===== src/rtl/sd_clk_sequencer.sv =====
// SD card clock sequencer: programmable half-period divider, stop/start on
// host enable or datapath HOLD, power-up init burst, and CLK-domain edge strobes.
module sd_clk_sequencer #(
  parameter logic [7:0] RESET_DIV   = 8'd124,
  parameter logic [7:0] INIT_CYCLES = 8'd80
) (
  input  logic       CLK,
  input  logic       RST,
  input  logic [7:0] DIV_IN,
  input  logic       DIV_WR,
  input  logic       CLK_EN,
  input  logic       HOLD,
  input  logic       INIT_START,
  output logic       SD_CLK,
  output logic       SD_RISE,
  output logic       SD_FALL,
  output logic [7:0] CUR_DIV,
  output logic       DIV_BUSY,
  output logic       DIV_DONE,
  output logic       INIT_BUSY,
  output logic       INIT_DONE,
  output logic       CLK_RUNNING
);

  typedef enum logic {ST_STOPPED = 1'b0, ST_RUN = 1'b1} state_t;

  state_t     state_q, state_d;
  logic       sd_clk_q, sd_clk_d;
  logic [7:0] cnt_q, cnt_d;
  logic [7:0] cur_div_q, cur_div_d;
  logic       pend_q, pend_d;
  logic [7:0] pend_val_q, pend_val_d;
  logic       init_q, init_d;
  logic [7:0] edge_q, edge_d;
  logic       rise_q, rise_d;
  logic       fall_q, fall_d;
  logic       div_done_q, div_done_d;
  logic       init_done_q, init_done_d;

  always_ff @(posedge CLK or posedge RST) begin
    if (RST) begin
      state_q     <= ST_STOPPED;
      sd_clk_q    <= 1'b0;
      cnt_q       <= 8'd0;
      cur_div_q   <= RESET_DIV;
      pend_q      <= 1'b0;
      pend_val_q  <= 8'd0;
      init_q      <= 1'b0;
      edge_q      <= 8'd0;
      rise_q      <= 1'b0;
      fall_q      <= 1'b0;
      div_done_q  <= 1'b0;
      init_done_q <= 1'b0;
    end else begin
      state_q     <= state_d;
      sd_clk_q    <= sd_clk_d;
      cnt_q       <= cnt_d;
      cur_div_q   <= cur_div_d;
      pend_q      <= pend_d;
      pend_val_q  <= pend_val_d;
      init_q      <= init_d;
      edge_q      <= edge_d;
      rise_q      <= rise_d;
      fall_q      <= fall_d;
      div_done_q  <= div_done_d;
      init_done_q <= init_done_d;
    end
  end

  always_comb begin
    state_d     = state_q;
    sd_clk_d    = sd_clk_q;
    cnt_d       = cnt_q;
    cur_div_d   = cur_div_q;
    pend_d      = pend_q;
    pend_val_d  = pend_val_q;
    init_d      = init_q;
    edge_d      = edge_q;
    rise_d      = 1'b0;
    fall_d      = 1'b0;
    div_done_d  = 1'b0;
    init_done_d = 1'b0;

    if (DIV_WR) begin
      pend_d     = 1'b1;
      pend_val_d = DIV_IN;
    end
    if (INIT_START && !init_q) begin
      init_d = 1'b1;
      edge_d = 8'd0;
    end

    case (state_q)
      ST_STOPPED: begin
        sd_clk_d = 1'b0;
        cnt_d    = 8'd0;
        if (init_q) begin
          state_d = ST_RUN;
        end else if (pend_q) begin
          // A write landing on the load cycle stays pending for the next load.
          cur_div_d  = pend_val_q;
          pend_d     = DIV_WR;
          div_done_d = 1'b1;
        end else if (CLK_EN && !HOLD) begin
          state_d = ST_RUN;
        end
      end
      default: begin
        if (cnt_q != cur_div_q) begin
          cnt_d = cnt_q + 8'd1;
        end else begin
          cnt_d    = 8'd0;
          sd_clk_d = ~sd_clk_q;
          if (!sd_clk_q) begin
            rise_d = 1'b1;
            if (init_q) edge_d = edge_q + 8'd1;
          end else begin
            // Stops are only taken here, so SD_CLK always parks low after a full high phase.
            fall_d = 1'b1;
            if (init_q) begin
              if (edge_q == INIT_CYCLES) begin
                init_d      = 1'b0;
                init_done_d = 1'b1;
                state_d     = ST_STOPPED;
              end
            end else if (pend_q || !CLK_EN || HOLD) begin
              state_d = ST_STOPPED;
            end
          end
        end
      end
    endcase
  end

  // Strobes are registered alongside SD_CLK, so each is high exactly in the
  // first CLK cycle that shows the new SD_CLK level.
  always_comb begin
    SD_CLK      = sd_clk_q;
    SD_RISE     = rise_q;
    SD_FALL     = fall_q;
    CUR_DIV     = cur_div_q;
    DIV_BUSY    = pend_q;
    DIV_DONE    = div_done_q;
    INIT_BUSY   = init_q;
    INIT_DONE   = init_done_q;
    CLK_RUNNING = (state_q == ST_RUN);
  end

endmodule


===== config.mk =====
export PLATFORM = sky130hd
export DESIGN_NAME = sd_clk_sequencer
export DESIGN_NICKNAME = d
export VERILOG_FILES = /design/src/rtl/sd_clk_sequencer.sv
export SDC_FILE = /design/constraint.sdc
export NUM_CORES = 1
export LEC_CHECK = 0
export BUFFER_PORTS_ARGS = -buffer_cell sky130_fd_sc_hd__buf_2
export CELL_PAD_IN_SITES_DETAIL_PLACEMENT = 0
export CELL_PAD_IN_SITES_GLOBAL_PLACEMENT = 1
export CORE_MARGIN = 4
export CORE_UTILIZATION = 40
export CTS_CLUSTER_DIAMETER = 150
export DETAILED_ROUTE_END_ITERATION = 10
export PLACE_DENSITY = 0.7
export SETUP_SLACK_MARGIN = 0.02
export SYNTH_ARGS = -nofsm -noshare
export SYNTH_HDL_FRONTEND = slang
export SYNTH_SLANG_ARGS = --single-unit

===== constraint.sdc =====
create_clock -name CLK -period 2.82 [get_ports CLK]
set_clock_uncertainty 0.2 [all_clocks]
set_input_delay 0.141 -clock CLK [delete_from_list [all_inputs] [get_ports CLK]]
set_output_delay 0.141 -clock CLK [all_outputs]
set_load 0.02 [all_outputs]

### Word-level counts from Yosys, hierarchy flattened

Cells that the tools add are included.

* add/subtract/negate cells: 2
* $mul: 0
* divide/modulo/power cells: 0
* order comparisons: 0
* eq/ne operators: 3
* shifts and indexed selects: 0
* muxes and demuxes: 42
* bitwise logic cells: 3
* reduce and logical (&&, ||, !) cells: 8

Operators by type and width (number)
* $mux 8: 7
* $mux 1: 35
* $add 8x1->8 const B: 2
* $eq 8x7->1 const B: 1
* $ne 8x8->1: 1
* $logic_not 1->1: 3
* $not 1->1: 3
* $reduce_and 3->1: 1
* $logic_and 1x1->1: 2
* $logic_or 1x1->1: 2
* $ne 2x2->1 const B: 1

* bits in registers: 40
* bits in latches: 0
* bits in writable memories: 0
* bits in read-only memories: 0
* output and inout bits: 16
* logic and storage cells: 70
* memories: 0

### Logic depth before layout (Yosys ltp)

Gate-level depths: netlist of the first run.

* depth after elaboration: 8
* depth in mapped cells: 5
* depth with buffers taken out: 5

### Worst setup path before layout of the first run

OpenSTA, ideal clock, no wires.

* kind: register -> register
* start point: register cur_div_q[4], in the netlist CUR_DIV[4]
* end point: register edge_q[3]
* data arrival time: 1571 ps
* path slack: 923 ps
* cell stages (with the launch flop): 5
* path buffers: 0
* clock period less this slack: 1897 ps
* cell sequence: dfstp_2 > xnor2_1 > nand4_2 > or4_1 > mux2i_1

* longest elaborated chain between the ends: 3

Ends and longest elaborated chain
* start, declared: line 30 `logic [7:0] cur_div_q, cur_div_d;`
* start signal, assigned: line 58 `cur_div_q <= cur_div_d;`
* $ne 8x8->1: line 109 `if (cnt_q != cur_div_q) begin`
* $mux 8: line 109
* $mux 8: line 93 `case (state_q)`
* via edge_d[3]: line 34 `logic [7:0] edge_q, edge_d;`
* end signal, assigned: line 62 `edge_q <= edge_d;`
* end, declared: line 34

The timed path passes the listed nets, and every way through them passes these cells.
A chain may end at the register's enable or synchronous reset.

### Final worst setup path of the first run

* start point: register cnt_q[0]
* end point: register edge_q[3]

* longest elaborated chain between the ends: 3

Ends and longest elaborated chain
* start, declared: line 29 `logic [7:0] cnt_q, cnt_d;`
* start signal, assigned: line 57 `cnt_q <= cnt_d;`
* $ne 8x8->1: line 109
* $mux 8: line 109
* $mux 8: line 93
* via edge_d[3]: line 34

The timed path passes the listed nets, and every way through them passes these cells.

==> results of run 1 <==
critical path: stages (launching register included):
cell and delay (ns):
dfrtp_1 0.48, xnor2_1 0.23, nand4_1 0.24, or4_1 0.57, mux2i_1 0.14
worst max-delay path by stage:
stage	end	slack [ns]
2_1_floorplan	edge_q[3]	0.92
3_3_place_gp	edge_q[3]	0.90
3_5_place_dp	edge_q[3]	0.87
4_1_cts	edge_q[3]	0.86
5_1_grt	edge_q[4]	0.66
6_report	edge_q[3]	0.84
Yosys cell counts (5+ instances only):
cell | n | area, µm²
dfrtp_1 | 35 | 876
mux2_2 | 16 | 180
and3_1 | 12 | 75.1
nand2_1 | 12 | 45.0
nand3_1 | 12 | 60.1
xnor2_1 | 11 | 96.3
dfstp_2 | 5 | 131
nand4_1 | 5 | 31.3
nor2_1 | 5 | 18.8
layer usage:
metal	routed length [µm]	global-route usage (%)	share of wire, %
met5	0	0	0
met4	48	4.80	1.1
met3	158	2.69	3.8
met2	1900	22.5	45
met1	2070	21.5	50
cell families after synthesis:
family                     Yosys count  share of synthesized area, %
and+or+nand+nor                     67                          20.0
adders and majority gates            3                          1.96
DFF                                 40                          52.7
buffers and inverters               10                          2.10
AOI/OAI and AO/OA                   12                          4.45
xor gates and xnor gates            14                          7.20
muxes                               20                          11.5
state kept, by name, indices dropped and copies added, names as in the netlist:
signal       flops
DIV_BUSY         1
SD_RISE          1
INIT_BUSY        1
pend_val_q       8
CUR_DIV          8
SD_FALL          1
INIT_DONE        1
cnt_q            8
SD_CLK           1
CLK_RUNNING      1
DIV_DONE         1
edge_q           8
cell usage in the layout, fill, tap and decap left out, drive strengths merged:
cell type    count
o21ai            2
a21boi           1
nor2             5
ha               3
mux2            16
dlygate4sd3     10
a31oi            1
o211ai           4
nor3             3
dfstp            5
nor2b            1
o2bb2ai          1
nand2           12
nand3b           1
xor2             1
nor3b            4
or3              1
nand4            6
xnor2           13
a21oi            1
and2             1
inv              4
clkbuf           8
nand3           12
nand2b           3
mux2i            4
or4b             1
o311ai           1
and3            12
or4              2
and4             2
nor4             1
dfrtp           35
a221oi           1
buf             31
metrics by stage:
step | hold WS (ns) | setup slack [ns] | instance area [µm²] | util (%) | cells
6_report | 0.00678 | 0.835 | 2290 | 51.2 | 261
5_1_grt | 0.0198 | 0.660 | 2290 | 51.2 | 261
4_1_cts | 0.00570 | 0.863 | 2290 | 51.2 | 261
3_5_place_dp | 0.0987 | 0.867 | 2110 | 47.2 | 243
3_3_place_gp | 0.0843 | 0.898 | 2110 | 47.2 | 243
2_1_floorplan | 0.0927 | 0.923 | 1910 | - | 166
area by class of cell:
class                           count  share of cell area [%]
Multi-Input combinational cell    116                    37.7
Timing Repair Buffer               41                    11.4
Clock buffer                        8                    3.50
Sequential cell                    40                    44.0
Inverter                            4                   0.655
Tap cell                           52                    2.84
power groups by stage:
stage	combinational, mW	clock, mW	sequential, mW
global route	0.627	0.397	0.872
finish	0.559	0.361	0.849
global placement	0.530	0	0.847
detailed placement	0.551	0	0.853
CTS	0.562	0.374	0.844
floorplan	0.411	0	0.831
==> flow_metrics.tcl, run 1 <==
set metrics [dict create \
    synth_seq_cells 40 \
    clock_latency_ns 0.29 \
    rr_startpoint "cnt_q[0]" \
    die_w_um 77.1 \
    min_to "INIT_BUSY" \
    antenna_found_initial 0 \
    cts_tree "yes" \
    nNetsFinal 225 \
    globalplace.congestion 0.804 \
    criticalPathCategory "flip-flop to flip-flop" \
    yosysWarningCount 0 \
    synth_nets 183 \
    end_kind "flip-flop" \
    syn_area_um2 1910 \
    setup-violations-final 0 \
    num_rows 24 \
    initial_core_util_pct 42.7 \
    hold_start "INIT_START" \
    arrival_ns 1.95 \
    netlist_instances 166 \
    vias_per_cell 5.44 \
    tns_ns 0 \
    syn2layout_area_growth_pct 19.9 \
    grt-ovfl-total 0 \
    numCtsBuffers 5 \
    wirelength_um 4190 \
    critPathMaxFanout 6 \
    fp.dieArea_um2 5950 \
    ant_nets 0 \
    reg2reg_to "edge_q[3]" \
    fp.dieH_um 77.1 \
    relSlewSlack_pct 62.9 \
    hpwlAfterDp_um 2940 \
    hold_class "input port to flip-flop" \
    period_share_pct 70.4 \
    drc_errors 0 \
    htree_levels 2 \
    multi_input_area_um2 863 \
    cp.required_ns 2.78 \
    layout_min_cycle_time_ns 1.98 \
    postSynthAreaPerCell_um2 11.5 \
    numPortBuffers 29 \
    worstMarginPinSlew_ns 0.555 \
    grt_pass1_wl_um 7080 \
    clkPwrFrac_pct 20.4 \
    fmax_mhz 504 \
    rrSetupSlack_ns 0.84 \
    static-leakage-power_nw 1.07 \
    path_clk_slew_ns 0.08 \
    fillCellCount 417 \
    clock_sinks 40 \
    internal-power_mw 1.12 \
    vias 1421 \
    drv_slew 0 \
    start_kind "flip-flop" \
    synth.distinct_cells 37 \
    synth_edf_count 0 \
    core_area_um2 4470 \
    ios 30 \
    p_comb_share_pct 31.6 \
    post_cts.repair.setup_buffers 0 \
    maxCapViolCount 0 \
    drive_above_1_share_pct 29.2 \
    worstHoldPathCells 3 \
    clockRootBuffer "clkbuf_8" \
    outcome "completed" \
    ctsHoldBuffers 10 \
    grt_setup_unrepaired "no" \
    dr.pass1.iters 4 \
    seq_area_um2 1010 \
    powerDensity_nw_per_um2 772 \
    r2r_cells 4 \
    synthFlopType "dfrtp_1" \
    seq_area_frac_synth_pct 52.7 \
    async_reset_ff_share_pct 100 \
    critPathLaunch "cnt_q[0]" \
    hold_viol_final 0 \
    grt_pass1_vias 1416 \
    grt_max_degree 41 \
    pwr-share-seq_pct 48.0 \
    antenna_cells 0 \
    clk_path_buf_depth 2 \
    switchingPower_mw 0.646 \
    peakVddDrop_mv 0.317 \
    cts.repair.resized 0 \
    p_sw_share_pct 36.5 \
    grt_use_total_pct 14.9 \
    drt_iter0_markers 76 \
    p_total_mw 1.77 \
    wl_per_cell_um 16.0 \
]
No activity file was read; power rests on OpenSTA's default activity.
==> run 2, diff against run 1 <==
ABC_AREA = 1   (was unset)
PLACE_DENSITY = 0.75   (was 0.7)
clock period = 1.9 ns   (was 2.82 ns; I/O delays follow)
==> flow_metrics.tcl, run 2 <==
set metrics [dict create \
    num_rows 26 \
    dp.cells 401 \
    static-leakage-power_nw 1.51 \
    syn2layout_area_growth_pct 28.4 \
    cpPeakStageDelay_ns 0.53 \
    vias_per_cell 4.47 \
    grt_max_degree 41 \
    outcome "completed" \
    postSynthAreaPerCell_um2 7.28 \
    hpwlAfterDp_um 3650 \
    period_share_pct 91.0 \
    arrival_ns 1.72 \
    crit_top_cell "nand2_2" \
    fmax_mhz 578 \
    grt_pass1_vias 1818 \
    clk_path_buf_depth 2 \
    globalplace.congestion 0.815 \
    p_comb_share_pct 28.2 \
    relSlewSlack_pct 65.3 \
    antenna_cells 0 \
    hold_viol_final 0 \
    yosysTopAreaCellShare_pct 40.2 \
    yosysWarningCount 0 \
    grt-ovfl-total 0 \
    fin_cells 433 \
    yosysMostFrequentCell "nand2_1" \
    fillCellCount 529 \
    yosys.area.top_type "dfrtp_1" \
    multi_input_area_um2 948 \
    nNetsFinal 379 \
    netlist_instances 299 \
    pwr-share-seq_pct 44.1 \
    ys_top_cells_by_count "nand2_1 (105), inv_1 (50), dfrtp_1 (35), nor2_1 (29), o21ai_0 (23)" \
    clkPwrFrac_pct 27.6 \
    syn_area_um2 2180 \
    switchingPower_mw 0.933 \
    setup-violations-final 0 \
    grt_pass1_wl_um 8660 \
    die_w_um 81.8 \
    crit_slowest_cell "dfstp_2" \
    synthFlopType "dfrtp_1" \
    criticalPathCategory "flip-flop to flip-flop" \
    start_kind "flip-flop" \
    preCtsSetupSlack_ns 0.0838 \
    peakVddDrop_mv 0.585 \
    layout_common_cells "nand2_1 (104), inv_1 (50), dfrtp_1 (35)" \
    synth.distinct_cells 23 \
    clock_latency_ns 0.30 \
    p_sw_share_pct 35.6 \
    grt_use_total_pct 17.2 \
    critPathMaxFanout 7 \
    synth_nets 316 \
    numPortBuffers 29 \
    cp.required_ns 1.89 \
    final_common_cell "nand2_1" \
    worstMarginPinSlew_ns 0.520 \
    cp_cell_sequence "buf_4, nand2_2, nand2_2, inv_1, nand2_1, nor2_2, nand2_2, nand2_4, buf_6, nand4_1, nand2_1" \
    wirelength_um 4950 \
    wl_per_cell_um 11.4 \
    dr.pass1.iters 4 \
    powerDensity_nw_per_um2 937 \
    path_clk_slew_ns 0.08 \
    layout_min_cycle_time_ns 1.73 \
    clockRootBuffer "clkbuf_8" \
    path_buf_inv 3 \
    vias 1935 \
    seq_area_um2 1010 \
    ios 30 \
    cts_tree "yes" \
    grt_setup_unrepaired "no" \
    drt_iter0_markers 115 \
    htree_levels 2 \
    drc_errors 0 \
    setup_ws_ns 0.171 \
    final_area_um2 2800 \
    core_area_um2 5200 \
    tns_ns 0 \
    ant_nets 0 \
    synth_area_leaders "dfrtp_1 (40%), nand2_1 (18%), inv_1 (8.6%)" \
    async_reset_ff_share_pct 100 \
    fp.dieArea_um2 6690 \
    synth_edf_count 0 \
    fp.dieH_um 81.8 \
    numCtsBuffers 5 \
    dpl-instance-area_um2 2440 \
    drive_above_1_share_pct 18.7 \
    path_delay_family "simple AND/OR/NAND/NOR gates" \
    internal-power_mw 1.69 \
    antenna_found_initial 0 \
    clock_sinks 40 \
    end_kind "flip-flop" \
    maxCapViolCount 0 \
    seq_area_frac_synth_pct 46.3 \
    initial_core_util_pct 41.8 \
    synth_seq_cells 40 \
    hold_class "input port to flip-flop" \
    drv_slew 0 \
]
==> run 2: changes by cell type after synthesis, sizes merged, moves of 4 or more <==
cell,delta
and3,-12
nand2,+99
nor2,+29
o211ai,-4
xnor2,-9
o21ai,+21
mux2i,-4
mux2,-16
nor3b,-4
inv,+50
==> run 2: cells by family after synthesis <==
logic type / Yosys count / synth area share, %
simple gates: 168 / 33.6
xor+xnor: 5 / 2.01
compound gates: 25 / 5.86
fa+ha+maj: 3 / 1.72
buf+inv: 58 / 10.5
flops: 40 / 46.3
==> run 2: metal layers <==
layer / GRT usage, % / vias to the layer above / wire length (µm)
li1: - / 1032 / -
met1: 24.6 / 869 / 2600
met2: 25.6 / 29 / 2130
met3: 3.62 / 5 / 145
met4: 5.98 / 0 / 73
met5: 0 / - / 0
==> run 2: power by group through the flow <==
stage / clock network, mW / logic [mW] / registers (mW)
global route: 0.793 / 0.853 / 1.18
floorplan: 0 / 0.482 / 1.17
finish: 0.724 / 0.740 / 1.16
CTS: 0.741 / 0.727 / 1.16
detailed placement: 0 / 0.693 / 1.17
global placement: 0 / 0.694 / 1.17
==> run 2: what timing repair did <==
action,4_1_cts,5_1_grt
hold endpoints to repair,45,0
gates resized for setup,0,3
setup endpoints to repair,0,7
hold buffers,21,0
buffers inserted,0,3
==> run 2: through the flow <==
stage	hold slack [ns]	power [mW]	util, %
5_1_grt	0.182	2.83	53.7
3_5_place_dp	0.0496	1.87	46.8
6_report	0.132	2.62	53.7
3_3_place_gp	0.0468	1.87	46.8
4_1_cts	0.117	2.63	53.1
2_1_floorplan	0.00227	1.65	-
==> run 2: tightest hold or removal path, stage by stage <==
cell,delay [ns]
buf_2,0.09
inv_1,0.06
nand4_1,0.10
nand3_1,0.12
o21ai_0,0.08
nand2_1,0.05
==> run 2: area by class of cell <==
cell class | count | share of cell area, %
inverter | 54 | 7.25
multi-input combinational | 201 | 33.9
timing repair buffer | 60 | 15.5
clock inverter | 3 | 1.66
tap | 70 | 3.13
sequential | 40 | 36.0
clock buffer | 5 | 2.46
==> run 2: path summary, 6_finish.rpt <==
kind                            start       endpoint  slack [ns]  depth (start not counted)
setup / recovery           CUR_DIV[6]      edge_q[6]        0.17                         11
hold / removal                   HOLD    CLK_RUNNING        0.13                          6
setup reg to reg           CUR_DIV[6]      edge_q[6]        0.17                         11
hold reg to reg            CUR_DIV[3]     CUR_DIV[3]        0.32                          2
max in group asynchronous         RST     CUR_DIV[6]        0.86                          4
min in group asynchronous         RST  pend_val_q[6]        0.27                          4
